[src/rtl/seqdiv_pkg.sv]
// Shared definitions for the sequential restoring divider: state codes and defaults.
// State codes double as the seven-segment display input.
package seqdiv_pkg;

  localparam int DW_DEF = 16;
  localparam int VW_DEF = 8;
  localparam int CW_DEF = 4;

  // Quotient on divide-by-zero is this bit replicated across the full width.
  localparam logic ERR_QUO_BIT = 1'b1;

  typedef enum logic [2:0] {
    ST_IDLE = 3'd0,
    ST_CALC = 3'd1,
    ST_DONE = 3'd2,
    ST_ERR  = 3'd3
  } state_t;

endpackage

[src/rtl/div_step.sv]
// One combinational restoring-division step: shift a bit into the partial
// remainder and subtract the divisor when it fits.
module div_step #(
  parameter int VW = 8
) (
  input  logic [VW-1:0] rem_i,
  input  logic          bit_i,
  input  logic [VW-1:0] divisor_i,
  output logic [VW-1:0] rem_o,
  output logic          q_bit_o
);

  // One extra bit keeps the shifted remainder from overflowing before compare.
  logic [VW:0] trial;

  assign trial   = {rem_i, bit_i};
  assign q_bit_o = (trial >= {1'b0, divisor_i});
  assign rem_o   = q_bit_o ? VW'(trial - {1'b0, divisor_i}) : trial[VW-1:0];

endmodule

[src/rtl/seqdiv16x8.sv]
// Sequential restoring divider, one quotient bit per clock; result DW edges after accept.
// start/doneflag level handshake: a new operation needs start low for one edge first.
module seqdiv16x8
  import seqdiv_pkg::*;
#(
  parameter int DW = DW_DEF,
  parameter int VW = VW_DEF,
  parameter int CW = CW_DEF
) (
  input  logic          clk,
  input  logic          reseta,
  input  logic          start,
  input  logic [DW-1:0] dividend,
  input  logic [VW-1:0] divisor,
  output logic [DW-1:0] quotient,
  output logic [VW-1:0] remainder,
  output logic          doneflag,
  output logic          div_by_zero,
  output logic [2:0]    state_out
);

  state_t        state_q, state_d;
  logic [DW-1:0] dvd_q, dvd_d;
  logic [DW-1:0] quo_q, quo_d;
  logic [VW-1:0] rem_q, rem_d;
  logic [VW-1:0] div_q, div_d;
  logic [CW-1:0] cnt_q, cnt_d;
  logic [DW-1:0] quotient_q, quotient_d;
  logic [VW-1:0] remainder_q, remainder_d;

  logic [VW-1:0] step_rem;
  logic          step_q;

  div_step #(.VW(VW)) u_step (
    .rem_i     (rem_q),
    .bit_i     (dvd_q[DW-1]),
    .divisor_i (div_q),
    .rem_o     (step_rem),
    .q_bit_o   (step_q)
  );

  always_comb begin
    state_d     = state_q;
    dvd_d       = dvd_q;
    quo_d       = quo_q;
    rem_d       = rem_q;
    div_d       = div_q;
    cnt_d       = cnt_q;
    quotient_d  = quotient_q;
    remainder_d = remainder_q;
    case (state_q)
      ST_IDLE: begin
        if (start) begin
          if (divisor != '0) begin
            dvd_d   = dividend;
            div_d   = divisor;
            rem_d   = '0;
            quo_d   = '0;
            cnt_d   = CW'(DW - 1);
            state_d = ST_CALC;
          end else begin
            quotient_d  = {DW{ERR_QUO_BIT}};
            remainder_d = dividend[VW-1:0];
            state_d     = ST_ERR;
          end
        end
      end
      ST_CALC: begin
        dvd_d = {dvd_q[DW-2:0], 1'b0};
        quo_d = {quo_q[DW-2:0], step_q};
        rem_d = step_rem;
        cnt_d = cnt_q - CW'(1);
        // Final step publishes straight from the step logic so outputs land on this edge.
        if (cnt_q == '0) begin
          quotient_d  = {quo_q[DW-2:0], step_q};
          remainder_d = step_rem;
          state_d     = ST_DONE;
        end
      end
      ST_DONE, ST_ERR: begin
        if (!start) state_d = ST_IDLE;
      end
      default: state_d = ST_IDLE;
    endcase
  end

  always_ff @(posedge clk) begin
    if (reseta) begin
      state_q     <= ST_IDLE;
      dvd_q       <= '0;
      quo_q       <= '0;
      rem_q       <= '0;
      div_q       <= '0;
      cnt_q       <= '0;
      quotient_q  <= '0;
      remainder_q <= '0;
    end else begin
      state_q     <= state_d;
      dvd_q       <= dvd_d;
      quo_q       <= quo_d;
      rem_q       <= rem_d;
      div_q       <= div_d;
      cnt_q       <= cnt_d;
      quotient_q  <= quotient_d;
      remainder_q <= remainder_d;
    end
  end

  assign quotient    = quotient_q;
  assign remainder   = remainder_q;
  assign doneflag    = (state_q == ST_DONE) || (state_q == ST_ERR);
  assign div_by_zero = (state_q == ST_ERR);
  assign state_out   = state_q;

endmodule

[config.mk]
export PLATFORM = sky130hd
export DESIGN_NAME = seqdiv16x8
export DESIGN_NICKNAME = d
export VERILOG_FILES = /design/src/rtl/seqdiv_pkg.sv /design/src/rtl/div_step.sv /design/src/rtl/seqdiv16x8.sv
export SDC_FILE = /design/constraint.sdc
export NUM_CORES = 1
export LEC_CHECK = 0
export ABC_AREA = 1
export BUFFER_PORTS_ARGS = -buffer_cell sky130_fd_sc_hd__clkbuf_2
export CORE_UTILIZATION = 33
export CTS_CLUSTER_SIZE = 40
export DETAILED_ROUTE_END_ITERATION = 10
export MAX_ROUTING_LAYER = met4
export PLACE_DENSITY = 0.54
export SLEW_MARGIN = 0
export SYNTH_ARGS = -nofsm -noshare
export SYNTH_HDL_FRONTEND = slang
export SYNTH_HIERARCHICAL = 1
export SYNTH_SLANG_ARGS = --single-unit
[constraint.sdc]
create_clock -name clk -period 1.7 [get_ports clk]
set_input_delay 0.255 -clock clk [delete_from_list [all_inputs] [get_ports clk]]
set_output_delay 0.255 -clock clk [all_outputs]
set_load 0.03 [all_outputs]
==> flow_summary.json <==
{
  "status": "finished, violations left",
  "failed_checks": "negative setup slack",
  "wl_per_cell_um": 11.2,
  "hold_violations": 0,
  "synth.distinct_cells": 30,
  "final.setup.worst_slack_ps": -162,
  "initial_utilization_pct": 34.4,
  "ant_nets": 0,
  "grt_max_degree": 69,
  "clock-sinks": 77,
  "critPathCaptureType": "flip-flop",
  "syn_inst": 647,
  "cp_slowest_cell": "dfxtp_2",
  "utilization_pct": 43.9,
  "pin_count": 56,
  "clk_pin_slew_ps": 60,
  "peakVddDrop_v": 0.000734,
  "whs_endpoint": "div_q[6]",
  "cts_buffer_depth": 2,
  "power_mw": 11.9,
  "fin_cells": 892,
  "area_growth_pct": 27.4,
  "synth_area_um2": 4200,
  "die_h_um": 115,
  "cp_common_cell": "nand2_1",
  "worstReg2RegEnd": "remainder[2]",
  "drt_first_pass_iters": 4,
  "top_usage_layer": "met2",
  "r2r_cells": 13,
  "vias": 3926,
  "worst-endpoint-required_ps": 1940,
  "tritoncts": "yes",
  "use_met1_pct": 22.7,
  "crit_fanout": 6,
  "maxSlewViolCount": 0,
  "insertedDiodeCount": 0,
  "nNetsFinal": 756,
  "drive_gt1_share_pct": 24.4,
  "p_leak_nw": 2.62,
  "dpl.hpwl_mm": 6.94,
  "path_buf_inv": 0,
  "detail_route.iter0.violations": 228,
  "synth_warnings": 6,
  "antenna_found_initial": 0,
  "cpPeakStageDelay_ps": 340,
  "powerDensity_nw_per_um2": 2220,
  "grt_usage_pct": 16.6,
  "synth-seq-cells": 77,
  "cts_buffers": 9,
  "hp-class": "in2reg",
  "vias_per_cell": 4.40,
  "worstSkewPairLatency_ps": 340,
  "maxCapViolCount": 0,
  "max_freq_ghz": 0.537,
  "synth_area_per_cell_um2": 6.50,
  "grt_pass1_vias": 3580,
  "path_cells": "ha_4 > or2_4 > nand3_4 > nand2_4 > nand2_8 > nand2_8 > nand2_1 > nand2_1 > nand2_2 > nand2_1 > nand3b_1 > nand2_1 > nor2_1",
  "drc": 0,
  "rows": 40,
  "setup_violations": 15,
  "drt_wl_total_mm": 10.0,
  "synth_seq_area_share_pct": 36.7,
  "grt-ovfl-total": 0,
  "finalCriticalPeriod_ps": 1860,
  "worstSetupPathType": "reg2reg",
  "reg2reg_slack_ps": -160,
  "cp_top_family": "simple AND/OR/NAND/NOR gates",
  "use_met2_pct": 24.3,
  "dp_slack_ps": -251,
  "core-area_um2": 12200,
  "hold_depth": 3,
  "fin_skew_ps": 6.30,
  "fp.dieArea_um2": 13200,
  "setup_tns_ps": -1430,
  "routabilityCongestion": 0.826,
  "fp.dieW_um": 115,
  "portBuffers": 54,
  "postCtsHoldBufs": 0,
  "rsz0062_at_grt": "yes",
  "met3_usage_pct": 2.69,
  "grt_pass1_wl_mm": 16.8,
  "cp-start-kind": "flip-flop",
  "finalCritPeriodShare_pct": 110,
  "synth_fp_nets": 684,
  "h-tree-depth": 3,
  "rr_startpoint": "rem_q[1]",
  "cp.arrival_ps": 2100,
  "ctsRootBufferMaster": "clkbuf_16",
  "hp-start": "divisor[6]",
  "dp.cells": 870
}
-- final cells by class --
cell class | count | area [µm²]
fill | 1331 | 6860
multi-input combinational | 438 | 2300
sequential | 77 | 1550
timing repair buffer | 89 | 599
inverter | 104 | 393
clock buffer | 9 | 225
tap | 168 | 210
clock inverter | 7 | 72.6
-- how the worst max path moves through the flow --
stage / startpoint / endpoint / slack [ps] / depth (start not counted)
final: rem_q[1] / remainder[2] / -160 / 13
after floorplan: div_q[1] / remainder[0] / -20 / 15
after global placement: div_q[7] / remainder[2] / -240 / 13
after CTS: div_q[2] / remainder[0] / -160 / 16
after detailed placement: div_q[7] / remainder[1] / -250 / 13
after global routing: dvd_q[15] / remainder[0] / -280 / 16
-- where the power goes --
group	switching (mW)	internal, mW	leakage (nW)
combinational	4.34	2.78	1.84
sequential	0.387	2.46	0.638
clock	0.800	1.14	0.142
-- cells in the mapped netlist --
| cell type | n | area, µm² |
|---|---|---|
| nand4_1 | 17 | 106 |
| xnor2_1 | 2 | 17.5 |
| nor2_2 | 3 | 18.8 |
| fa_1 | 1 | 20.0 |
| o21ai_2 | 1 | 8.76 |
| inv_1 | 100 | 375 |
| a21oi_1 | 39 | 195 |
| buf_2 | 8 | 40.0 |
| conb_1 | 1 | 3.75 |
| clkinv_1 | 1 | 3.75 |
| nand2_8 | 2 | 40.0 |
| nand3_2 | 3 | 30.0 |
| o211ai_1 | 1 | 7.51 |
| buf_6 | 8 | 90.1 |
| clkbuf_1 | 11 | 41.3 |
| nand2_4 | 3 | 33.8 |
| buf_4 | 3 | 22.5 |
| o21ai_0 | 34 | 170 |
| nor2_4 | 3 | 33.8 |
| ha_1 | 9 | 113 |
| inv_2 | 3 | 11.3 |
| dfxtp_1 | 77 | 1540 |
| or2_4 | 1 | 8.76 |
| nor2_1 | 101 | 379 |
| xor2_1 | 1 | 8.76 |
| nand2_2 | 5 | 31.3 |
| nand3_1 | 17 | 85.1 |
| nand2_1 | 183 | 687 |
| nand3b_1 | 8 | 60.1 |
| nor2_8 | 1 | 20.0 |
-- state kept, by name, summed over array words and instances, names as in the netlist --
name / count
cnt_q: 4
div_q: 8
dvd_q: 16
quo_q: 15
quotient: 16
rem_q: 8
remainder: 8
state_out: 2
-- cell families (layout without fill, tap and decap cells) --
group / count (synthesis) / after routing / share of synthesized area [%]
other: 1 / 1 / 0.0892
adders and majority gates: 10 / 10 / 3.15
and+or+nand+nor: 347 / 349 / 36.5
AOI/OAI and AO/OA: 75 / 75 / 9.08
xor gates and xnor gates: 3 / 3 / 0.625
DFF: 77 / 77 / 36.7
buffers and inverters: 134 / 209 / 13.9
-- timing repair --
item                       in CTS  in global routing
pin swaps                      24                 23
gates resized for setup        21                 24
buffers inserted                3                  1
gates cloned                    2                  0
setup endpoints to repair      18                 34
-- cell usage in the layout (no fill, tap or decap), types with 3 or more instances in the layout --
cell	n
nand2_1	169
nor2_1	97
inv_1	94
dfxtp_1	67
clkbuf_2	54
a21oi_1	38
o21ai_0	32
buf_4	29
nand2_2	17
nand4_1	17
nand3_1	16
dfxtp_2	10
clkbuf_16	9
nand3b_1	8
ha_4	8
inv_2	7
nor2_4	6
nand2_4	6
buf_12	5
nor2_2	4
nand2_8	3
nand3_2	3
-- metrics by stage --
step / area [µm²] / hold slack (ps)
final: 5360 / 191
after global placement: 4830 / 440
after global routing: 5360 / 200
after floorplan: 4280 / 416
after detailed placement: 4830 / 440
after CTS: 5250 / 181
-- layer usage --
layer / wire (µm) / vias to the layer above
met2: 4190 / 78
li1: - / 2119
met5: 0 / -
met3: 457 / 11
met1: 5200 / 1718
met4: 166 / 0
-- worst min-delay path: cells and delay by family --
| family | cells | cell delay (ps) |
|---|---|---|
| buf+inv | 1 | 90 |
| compound gates | 1 | 60 |
| simple gates | 1 | 70 |
(Power assumes the default switching activity.)
